[config.mk]
export PLATFORM = sky130hd
export DESIGN_NAME = multiboot_icap_ctrl
export DESIGN_NICKNAME = d
export VERILOG_FILES = /design/src/rtl/multiboot_pkg.sv /design/src/rtl/multiboot_icap_seq.sv /design/src/rtl/multiboot_icap_ctrl.sv
export SDC_FILE = /design/constraint.sdc
export NUM_CORES = 1
export LEC_CHECK = 0
export ABC_AREA = 1
export CORE_MARGIN = 2
export CORE_UTILIZATION = 36
export CTS_CLUSTER_DIAMETER = 80
export DETAILED_ROUTE_END_ITERATION = 10
export GPL_ROUTABILITY_DRIVEN = 0
export PLACE_DENSITY = 0.6
export SLEW_MARGIN = 20
export SYNTH_ARGS = -nofsm -noshare
export SYNTH_HDL_FRONTEND = slang
export SYNTH_SLANG_ARGS = --single-unit
[constraint.sdc]
create_clock -name clk -period 1.7 [get_ports clk]
set_clock_uncertainty 0.2 [all_clocks]
set_input_delay 0.17 -clock clk [delete_from_list [all_inputs] [get_ports clk]]
set_output_delay 0.17 -clock clk [all_outputs]
set_load 0.01 [all_outputs]
[src/rtl/multiboot_pkg.sv]
// multiboot_pkg: ICAP command words, sequencer state type and the per-byte bit reversal used on icap_i.
package multiboot_pkg;
  localparam logic [15:0] SYNC1     = 16'hAA99;
  localparam logic [15:0] SYNC2     = 16'h5566;
  localparam logic [15:0] WR_CMD    = 16'h30A1;
  localparam logic [15:0] WR_GEN1   = 16'h3261;
  localparam logic [15:0] WR_GEN2   = 16'h3281;
  localparam logic [15:0] WR_GEN3   = 16'h32A1;
  localparam logic [15:0] WR_GEN4   = 16'h32C1;
  localparam logic [15:0] CMD_IPROG = 16'h000E;
  localparam logic [15:0] NOOP      = 16'h2000;
  localparam logic [15:0] DUMMY     = 16'hFFFF;
  localparam logic [15:0] END_WORD  = 16'h1111;
  typedef enum logic [1:0] {IDLE, SEQ, DONE} state_t;
  // ICAP_SPARTAN6 expects each byte of the word with its bits mirrored.
  function automatic logic [15:0] byte_reverse(input logic [15:0] w);
    logic [15:0] r;
    for (int i = 0; i < 8; i++) begin
      r[i]     = w[7-i];
      r[8+i]   = w[15-i];
    end
    return r;
  endfunction
endpackage

[src/rtl/multiboot_icap_seq.sv]
// multiboot_icap_seq: divided ICAP clock plus the IPROG word sequencer.
//   start      level request; sampled at each sequencer strobe while IDLE
//   addr       24-bit boot address written to GENERAL_1/2
//   icap_clk   ICAP clock, ICAP_DIV clk cycles per period
//   icap_ce_n / icap_wr_n / icap_i  registered ICAP pins (icap_i already bit-swapped)
//   done       one-cycle pulse when the sequence returns to IDLE
module multiboot_icap_seq
  import multiboot_pkg::*;
#(
  parameter int          ICAP_DIV    = 4,
  parameter bit          GOLDEN_EN   = 1'b1,
  parameter logic [23:0] GOLDEN_ADDR = 24'h000000,
  parameter logic [7:0]  READ_OPCODE = 8'h03
) (
  input  logic        clk,
  input  logic        rst_n,
  input  logic        start,
  input  logic [23:0] addr,
  output logic        icap_clk,
  output logic        icap_ce_n,
  output logic        icap_wr_n,
  output logic [15:0] icap_i,
  output logic        done
);
  localparam int HALF = ICAP_DIV / 2;
  localparam int HW = $clog2(HALF + 1);
  localparam logic [4:0] LAST = GOLDEN_EN ? 5'd17 : 5'd13;
  logic [HW-1:0] cnt;
  logic [4:0] idx, j;
  logic [15:0] word;
  logic strobe, half_end;
  state_t state;
  assign half_end = cnt == HW'(HALF - 1);
  // Everything advances as icap_clk falls, giving half a period of setup before ICAP samples.
  assign strobe = icap_clk && half_end;
  // Without the golden block the tail words sit directly after word 7.
  assign j = (!GOLDEN_EN && idx >= 5'd8) ? idx + 5'd4 : idx;
  always_comb begin
    word = DUMMY;
    case (j)
      5'd0:  word = SYNC1;
      5'd1:  word = SYNC2;
      5'd2:  word = WR_CMD;
      5'd3:  word = 16'h0000;
      5'd4:  word = WR_GEN1;
      5'd5:  word = addr[15:0];
      5'd6:  word = WR_GEN2;
      5'd7:  word = {READ_OPCODE, addr[23:16]};
      5'd8:  word = WR_GEN3;
      5'd9:  word = GOLDEN_ADDR[15:0];
      5'd10: word = WR_GEN4;
      5'd11: word = {READ_OPCODE, GOLDEN_ADDR[23:16]};
      5'd12: word = WR_CMD;
      5'd13: word = CMD_IPROG;
      5'd14, 5'd15, 5'd16, 5'd17: word = NOOP;
      default: word = DUMMY;
    endcase
  end
  always_ff @(posedge clk) begin
    if (!rst_n) begin
      cnt       <= '0;
      icap_clk  <= 1'b0;
      state     <= IDLE;
      idx       <= '0;
      icap_ce_n <= 1'b1;
      icap_wr_n <= 1'b1;
      icap_i    <= byte_reverse(DUMMY);
      done      <= 1'b0;
    end else begin
      cnt  <= half_end ? '0 : cnt + 1'b1;
      done <= strobe && state == DONE;
      if (half_end) icap_clk <= ~icap_clk;
      if (strobe) begin
        case (state)
          IDLE: if (start) begin
            state     <= SEQ;
            idx       <= 5'd1;
            icap_ce_n <= 1'b0;
            icap_wr_n <= 1'b0;
            icap_i    <= byte_reverse(word);
          end
          SEQ: if (idx > LAST) begin
            state     <= DONE;
            icap_ce_n <= 1'b1;
            icap_wr_n <= 1'b1;
            icap_i    <= byte_reverse(END_WORD);
          end else begin
            idx    <= idx + 5'd1;
            icap_i <= byte_reverse(word);
          end
          default: begin
            state  <= IDLE;
            idx    <= '0;
            icap_i <= byte_reverse(DUMMY);
          end
        endcase
      end
    end
  end
endmodule

[src/rtl/multiboot_icap_ctrl.sv]
// multiboot_icap_ctrl: register-programmable Spartan-6 multiboot controller driving an external ICAP.
//   zxuno_addr/regwr/regrd/din  register bus; writes act once per regwr rising edge
//   dout/oe                     combinational readback
//   kb_boot_core                asynchronous keyboard boot request (level)
//   busy                        IPROG sequence in progress
//   icap_clk/ce_n/wr_n/i        to ICAP_SPARTAN6
module multiboot_icap_ctrl
  import multiboot_pkg::*;
#(
  parameter logic [7:0]  ADDR_COREADDR = 8'hFC,
  parameter logic [7:0]  ADDR_COREBOOT = 8'hFD,
  parameter logic [23:0] DEFAULT_ADDR  = 24'h0AC000,
  parameter bit          GOLDEN_EN     = 1'b1,
  parameter logic [23:0] GOLDEN_ADDR   = 24'h000000,
  parameter logic [7:0]  READ_OPCODE   = 8'h03,
  parameter int          ICAP_DIV      = 4
) (
  input  logic        clk,
  input  logic        rst_n,
  input  logic        kb_boot_core,
  input  logic [7:0]  zxuno_addr,
  input  logic        zxuno_regwr,
  input  logic        zxuno_regrd,
  input  logic [7:0]  din,
  output logic [7:0]  dout,
  output logic        oe,
  output logic        busy,
  output logic        icap_clk,
  output logic        icap_ce_n,
  output logic        icap_wr_n,
  output logic [15:0] icap_i
);
  logic [23:0] spi_addr, shadow_addr;
  logic [2:0] kb_s;
  logic regwr_q, wr_rise, wr_addr, wr_boot, kb_rise, trig, done;
  assign wr_rise = zxuno_regwr && !regwr_q;
  assign wr_addr = wr_rise && !busy && zxuno_addr == ADDR_COREADDR;
  assign wr_boot = wr_rise && !busy && zxuno_addr == ADDR_COREBOOT;
  assign kb_rise = kb_s[1] && !kb_s[2];
  assign trig = !busy && ((wr_boot && din[0]) || kb_rise);
  assign oe = zxuno_regrd && (zxuno_addr == ADDR_COREBOOT || zxuno_addr == ADDR_COREADDR);
  assign dout = !zxuno_regrd ? 8'h00 :
                zxuno_addr == ADDR_COREBOOT ? {busy, 6'b0, GOLDEN_EN} :
                zxuno_addr == ADDR_COREADDR ? spi_addr[7:0] : 8'h00;
  always_ff @(posedge clk) begin
    if (!rst_n) begin
      spi_addr    <= DEFAULT_ADDR;
      shadow_addr <= DEFAULT_ADDR;
      regwr_q     <= 1'b0;
      kb_s        <= '0;
      busy        <= 1'b0;
    end else begin
      regwr_q <= zxuno_regwr;
      kb_s    <= {kb_s[1:0], kb_boot_core};
      if (wr_addr) spi_addr <= {spi_addr[15:0], din};
      else if (wr_boot && din[7]) spi_addr <= DEFAULT_ADDR;
      // Clear-and-boot in one write must boot from the default address.
      if (trig) begin
        busy        <= 1'b1;
        shadow_addr <= (wr_boot && din[7]) ? DEFAULT_ADDR : spi_addr;
      end else if (done) busy <= 1'b0;
    end
  end
  multiboot_icap_seq #(
    .ICAP_DIV(ICAP_DIV), .GOLDEN_EN(GOLDEN_EN),
    .GOLDEN_ADDR(GOLDEN_ADDR), .READ_OPCODE(READ_OPCODE)
  ) u_seq (
    .clk(clk), .rst_n(rst_n), .start(busy), .addr(shadow_addr),
    .icap_clk(icap_clk), .icap_ce_n(icap_ce_n), .icap_wr_n(icap_wr_n),
    .icap_i(icap_i), .done(done)
  );
endmodule

==> impl_metrics.csv, run 1 <==
group,metric,value,unit
grt,grt_pass1_wl,18400,µm
pwr,comb_power_share,10.7,%
detailed_routing,viasPerCell,4.88,
floorplanning,rows,37,
clock_network,clk_path_buf_depth,2,
floorplanning,die_y,107,µm
worst_setup_path,critical_path.endpoint_type,"register",
sta,setup_violations,28,
worst_setup_path,criticalPathCategory,"reg2reg",
synthesis,ys_types,29,
synthesis,synthesis.instances,577,
floorplanning,dieArea,11500,µm²
worst_setup_path,cp_data_arrival_time,1890,ps
clock_network,clk_latency,360,ps
floorplanning,start_util,37.1,%
clock_network,cts_root_buf,"clkbuf_8",
detailed_routing,wl_per_cell,13.3,µm
worst_setup_path,startpoint_type,"register",
pwr,irDropWorstVdd,575,µV
sta,fin_crit_sh,108,%
detailed_routing,drt_iter0_markers,122,
worst_setup_path,critPathRequiredTime,1760,ps
outcome,status,"finished, violations left",
layout,synthToLayoutAreaGrowth,53.4,%
synthesis,synth.cell_area,3830,µm²
layout,antenna_cells,0,
pwr,power_density,665,nW/µm²
synthesis,syn_nets,603,
outcome,violations,"setup timing",
detailed_routing,route.detailed.drc,0,
pwr,p_switching,0.00102,W
sta,hold_viol,0,
synthesis,ys_ff_latch,81,
pwr,clkPwrFrac,38.6,%
detailed_routing,drt_first_pass_iters,4,
grt,antenna_found_initial,0,
synthesis,yosysWarnings,0,
worst_setup_path,critPathBufInv,3,
clock_network,clk_pin_slew,90,ps
clock_network,cts_hold_buf,0,
layout,stdcell_area,5870,µm²
synthesis,syn-mean-instance-area,6.64,µm²
clock_network,numCtsBuffers,9,
detailed_routing,drt-total-wl,11200,µm
grt,grt_pass1_vias,3975,
grt,grt_overflow,0,
grt,grt_usage,20.0,%
layout,final_nets,727,
clock_network,h-tree-depth,3,
pwr,cellLeakagePower,2.53,nW
worst_setup_path,path_cells,"buf_6 -> ha_4 -> inv_2 -> nor2_4 -> nand2_2 -> nand2_4 -> buf_6 -> a21oi_2 -> nand2_1 -> nor2_2 -> nand2_2 -> nand2_1 -> nand2_1",
worst_setup_path,crit_path_top_delay_cell,"dfxtp_2",
pwr,internal_power,0.00288,W
detailed_routing,final_antenna_net_count,0,
clock_network,cts_tree,"built",
placement,place_area,5030,µm²
pwr,power_frac_seq,50.7,%
worst_setup_path,critPathTopFamily,"simple AND/OR/NAND/NOR gates",
floorplanning,io_pins,50,
sta,slew_headroom,72.3,%
floorplanning,core,10300,µm²
worst_setup_path,reg2reg_slack,-130,ps
sta,slew_viol_final,0,
pwr,swShare,26.2,%
detailed_routing,routed-via-count,4108,
sta,max_freq,0.545,GHz
layout,drive_above_1_share,33.9,%
floorplanning,die_width,107,µm
placement,io_buffers,49,
worst_hold_path,hold_class,"in2reg",
placement,dp_hpwl,7660,µm
grt,grt_max_degree,47,
worst_setup_path,path_common_cell,"nand2_1",
placement,dp_slack,-768,ps
worst_setup_path,critPathMaxFanout,3,
sta,worst_pin_slew,414,ps
clock_network,cts_sinks,81,
sta,rsz0062_at_grt,"yes",
job,maxCapViolCount,0,
sta,period_needed,1830,ps
synthesis,ys_seq_area_share,42.3,%
worst_setup_path,slowest_delay,340,ps
sta,final.setup.worst_slack,-133,ps
[power by group through the flow]
| stage | logic [W] | clock network, W | registers (W) |
|---|---|---|---|
| 6_report | 0.000417 | 0.00151 | 0.00198 |
| 2_1_floorplan | 0.000172 | 0 | 0.00202 |
| 4_1_cts | 0.000354 | 0.00152 | 0.00197 |
| 5_1_grt | 0.000458 | 0.00162 | 0.00199 |
| 3_3_place_gp | 0.000329 | 0 | 0.00202 |
| 3_5_place_dp | 0.000334 | 0 | 0.00202 |
[cell type report]
class | count | area, µm²
fillers | 979 | 4450
multi-input cells | 421 | 2400
flip-flops and latches | 81 | 1630
repair buffers | 143 | 1280
inverters | 45 | 176
well taps | 136 | 170
clock buffers | 10 | 138
clock inverters | 6 | 75.1
[routing by layer]
metal / routed length (µm) / track usage (%) / vias to the layer above
met4: 375 / 8.53 / 0
met2: 5500 / 35.3 / 90
li1: - / - / 2117
met5: 0 / 0 / -
met1: 4890 / 23.6 / 1870
met3: 412 / 3.83 / 31
[cells in the final DEF (no fill, tap or decap), types with 11 or more instances in the layout]
cell,instances
nand3_1,30
nand2_2,28
nor2_1,50
buf_6,11
o21ai_0,29
dfxtp_1,76
buf_4,75
nand2_1,141
inv_1,32
a21oi_1,54
a21oi_2,13
clkdlybuf4s50_1,30
[registers in the layout, summed over array words and instances, names as in the netlist]
| register | cells |
|---|---|
| shadow_addr | 24 |
| spi_addr | 24 |
| u_seq.icap_i | 16 |
| u_seq.idx | 5 |
| kb_s | 3 |
| u_seq.cnt | 2 |
| u_seq.state | 2 |
| busy | 1 |
| regwr_q | 1 |
| u_seq.done | 1 |
| u_seq.icap_clk | 1 |
| u_seq.icap_wr_n | 1 |
[tightest hold or removal path, stage by stage]
cell and delay, ps:
clkdlybuf4s50_1 410, nand2_1 60, inv_1 30
[Yosys cell counts (all sizes together)]
cell	instances	area, µm²
a21oi	72	360
o2bb2ai	2	17.5
nor2	67	267
inv	44	165
o21ai	35	179
buf	15	85.1
a211oi	1	7.51
clkinv	1	3.75
clkbuf	16	60.1
nor4	1	6.26
nand2	175	657
or2	1	6.26
nor3b	5	37.5
nand3b	1	7.51
dfxtp	81	1620
nand4	2	12.5
nor3	8	40.0
a31oi	1	6.26
ha	5	62.6
o211ai	1	7.51
nand3	43	220
[logic make-up (layout without fill, tap and decap cells)]
logic type                 Yosys count  in the layout  synth area share (%)
DFF                                 81             81                  42.3
adders and majority gates            5              5                  1.63
and+or+nand+nor                    303            304                  32.7
AOI/OAI and AO/OA                  112            112                  15.1
buffers and inverters               76            204                  8.20
[what timing repair did]
action                     CTS  global route
cloned                       2             3
setup buffers               10             2
resized for setup          103           102
pin swaps                   25            41
setup endpoints to repair   49            60
[final timing paths]
check          startpoint               end  cells past startpoint
max          u_seq.idx[1]  u_seq.icap_i[10]                     13
min           zxuno_regwr           regwr_q                      3
max reg2reg  u_seq.idx[1]  u_seq.icap_i[10]                     13
min reg2reg       kb_s[0]           kb_s[1]                      2
[through the flow]
step	std cells	setup TNS (ps)	power, W	utilization, %	hold slack, ps
2_1_floorplan	577	0	0.00219	-	63.5
3_3_place_gp	811	-24130	0.00235	48.7	200
3_5_place_dp	811	-26460	0.00235	48.7	207
4_1_cts	838	-874	0.00385	53.6	142
5_1_grt	842	-6000	0.00406	56.9	160
6_report	842	-1330	0.00391	56.9	143
Power figures use the tool's default switching activity.
==> inputs of run 2 (changes only) <==
--- a/config.mk
+++ b/config.mk
@@ -11,6 +11,7 @@
 export CTS_CLUSTER_DIAMETER = 80
 export DETAILED_ROUTE_END_ITERATION = 10
 export GPL_ROUTABILITY_DRIVEN = 0
+export HOLD_SLACK_MARGIN = 0.02
 export PLACE_DENSITY = 0.6
 export SLEW_MARGIN = 20
 export SYNTH_ARGS = -nofsm -noshare
==> results of run 2 <==
No change in the layout: final DEF, timing and power equal those of run 1.
==> inputs of run 3 (changes only) <==
--- a/config.mk
+++ b/config.mk
@@ -6,14 +6,15 @@
 export NUM_CORES = 1
 export LEC_CHECK = 0
 export ABC_AREA = 1
+export CORE_ASPECT_RATIO = 1.25
 export CORE_MARGIN = 2
 export CORE_UTILIZATION = 36
+export CTS_BUF_LIST = sky130_fd_sc_hd__clkbuf_8
 export CTS_CLUSTER_DIAMETER = 80
 export DETAILED_ROUTE_END_ITERATION = 10
 export GPL_ROUTABILITY_DRIVEN = 0
 export HOLD_SLACK_MARGIN = 0.02
 export PLACE_DENSITY = 0.6
-export SLEW_MARGIN = 20
 export SYNTH_ARGS = -nofsm -noshare
 export SYNTH_HDL_FRONTEND = slang
 export SYNTH_SLANG_ARGS = --single-unit
==> impl_metrics.csv, run 3 (synthesis gave the netlist of run 1 again) <==
group,metric,value,unit
clock_network,cts_sinks,81,
clock_network,clk_pin_slew,80,ps
floorplanning,core,10500,µm²
detailed_routing,final_antenna_net_count,0,
placement,dp_slack,-753,ps
clock_network,numCtsBuffers,9,
floorplanning,die_width,96.3,µm
pwr,irDropWorstVdd,369,µV
worst_setup_path,cp_data_arrival_time,1920,ps
worst_setup_path,reg2regPathDepth,14,
pwr,internal_power,0.00285,W
grt,antenna_found_initial,0,
sta,setup_violations,22,
clock_network,cts_root_buf,"clkbuf_8",
grt,use_met2,33.1,%
detailed_routing,routed-via-count,4188,
sta,slew_viol_final,0,
sta,slew_headroom,64.5,%
floorplanning,die_y,119,µm
floorplanning,io_pins,50,
worst_setup_path,crit_path_start,"u_seq.idx[1]",
grt,gr-usage-met3,4.36,%
grt,grt_util_met1,22.7,%
outcome,status,"finished, violations left",
sta,final.setup.worst_slack,-151,ps
worst_hold_path,min-delay-start,"kb_boot_core",
worst_setup_path,path_cells,"inv_2 -> buf_6 -> ha_4 -> inv_2 -> nor2_4 -> nand2_2 -> nand2_2 -> buf_6 -> a21oi_4 -> nand2_2 -> nor2_4 -> nand2_1 -> nand2_1 -> nand2_1",
layout,reg_top3,"shadow_addr: 24 flops, spi_addr: 24 flops, u_seq.icap_i: 16 flops",
detailed_routing,drt-total-wl,11900,µm
clock_network,cts_tree,"built",
worst_setup_path,critPathRequiredTime,1770,ps
sta,tns,-2300,ps
grt,grt_usage,19.5,%
clock_network,clk_latency,370,ps
sta,hold_viol,0,
floorplanning,start_util,36.6,%
clock_network,h-tree-depth,3,
placement,dp_hpwl,7710,µm
layout,antenna_cells,0,
layout,stdcell_count,851,
grt,grt_overflow,0,
layout,final_nets,741,
sta,fin_crit_sh,109,%
pwr,clkPwrFrac,37.4,%
placement,io_buffers,49,
clock_network,clk_path_buf_depth,2,
pwr,p_switching,0.000967,W
worst_setup_path,critPathTopFamily,"simple AND/OR/NAND/NOR gates",
worst_hold_path,hold_class,"in2reg",
pwr,comb_power_share,10.7,%
pwr,cellLeakagePower,2.66,nW
floorplanning,dieArea,11500,µm²
worst_setup_path,reg2reg_from,"u_seq.idx[1]",
worst_setup_path,critPathMaxFanout,3,
layout,synthToLayoutAreaGrowth,58.8,%
floorplanning,rows,42,
job,maxCapViolCount,0,
sta,period_needed,1850,ps
worst_hold_path,min_delay_path_depth,3,
worst_setup_path,startpoint_type,"register",
worst_setup_path,slowest_delay,350,ps
layout,final_common_cell,"nand2_1",
grt,grt_max_degree,50,
detailed_routing,wl_per_cell,13.9,µm
detailed_routing,drt_first_pass_iters,4,
grt,grt_pass1_vias,3917,
pwr,swShare,25.3,%
placement,dp.cells,817,
pwr,power_frac_seq,51.8,%
detailed_routing,drt_iter0_markers,171,
sta,rsz0062_at_grt,"yes",
grt,busiest_layer,"met2",
worst_setup_path,reg2reg_slack,-150,ps
grt,grt_pass1_wl,17700,µm
worst_setup_path,r2r_end,"u_seq.icap_i[10]",
detailed_routing,route.detailed.drc,0,
detailed_routing,viasPerCell,4.92,
sta,worst_pin_slew,531,ps
worst_setup_path,criticalPathCategory,"reg2reg",
layout,final_cell_mix,"133 x nand2_1, 79 x buf_4, 77 x dfxtp_1",
sta,max_freq,0.540,GHz
outcome,violations,"setup timing",
pwr,power_density,627,nW/µm²
worst_hold_path,worstHoldEndpoint,"kb_s[0]",
worst_setup_path,critPathBufInv,4,
layout,n_fill_cell,964,
layout,drive_above_1_share,36.9,%
worst_setup_path,critical_path.endpoint_type,"register",
worst_setup_path,crit_path_top_delay_cell,"dfxtp_2",
[run 3: what timing repair did]
item,in CTS,in global routing
gates resized for setup,84,139
setup endpoints to repair,38,78
hold buffers,0,1
pin swaps,16,30
gates cloned,0,8
buffers inserted,6,4
endpoints found under the hold margin,0,1
[run 3: how the worst max path moves through the flow]
stage / to / slack [ps] / depth (start not counted)
finish: u_seq.icap_i[10] / -150 / 14
global placement: dout[7] / -690 / 8
floorplan: u_seq.icap_i[11] / 2 / 12
detailed placement: dout[7] / -750 / 8
CTS: u_seq.icap_i[10] / -120 / 14
global route: u_seq.icap_i[5] / -260 / 13
[run 3: tightest hold or removal path, stage by stage]
cell and delay [ps]:
clkdlybuf4s50_1 400, nand2_1 60, inv_1 30
[run 3: area by class of cell]
type	instances	area [µm²]	area share [%]
inverter	45	174	2.86
timing repair buffer	158	1500	24.7
clock inverter	5	57.6	0.946
sequential	81	1630	26.8
tap	132	165	2.71
clock buffer	10	138	2.26
multi-input combinational	420	2420	39.8
[run 3: metrics by stage]
step           utilization (%)  hold slack [ps]  instance area, µm²  total power [W]
6_report                  58.2              134                6080          0.00382
5_1_grt                   58.2              172                6080          0.00397
4_1_cts                   51.9              129                5430          0.00376
3_5_place_dp              48.9              196                5110          0.00235
3_3_place_gp              48.9              193                5110          0.00234
2_1_floorplan                -             63.5                3840          0.00219
[run 3: routing by layer]
layer	vias up	routed length [µm]
met4	0	290
met3	23	402
li1	2140	-
met2	98	6310
met5	-	0
met1	1927	4850
[run 3: power by group through the flow]
| stage | combinational [W] | sequential, W | clock (W) |
|---|---|---|---|
| 2_1_floorplan | 0.000172 | 0.00202 | 0 |
| 3_3_place_gp | 0.000325 | 0.00202 | 0 |
| 3_5_place_dp | 0.000331 | 0.00202 | 0 |
| 4_1_cts | 0.000336 | 0.00197 | 0.00145 |
| 5_1_grt | 0.000453 | 0.00198 | 0.00154 |
| 6_report | 0.000410 | 0.00198 | 0.00143 |
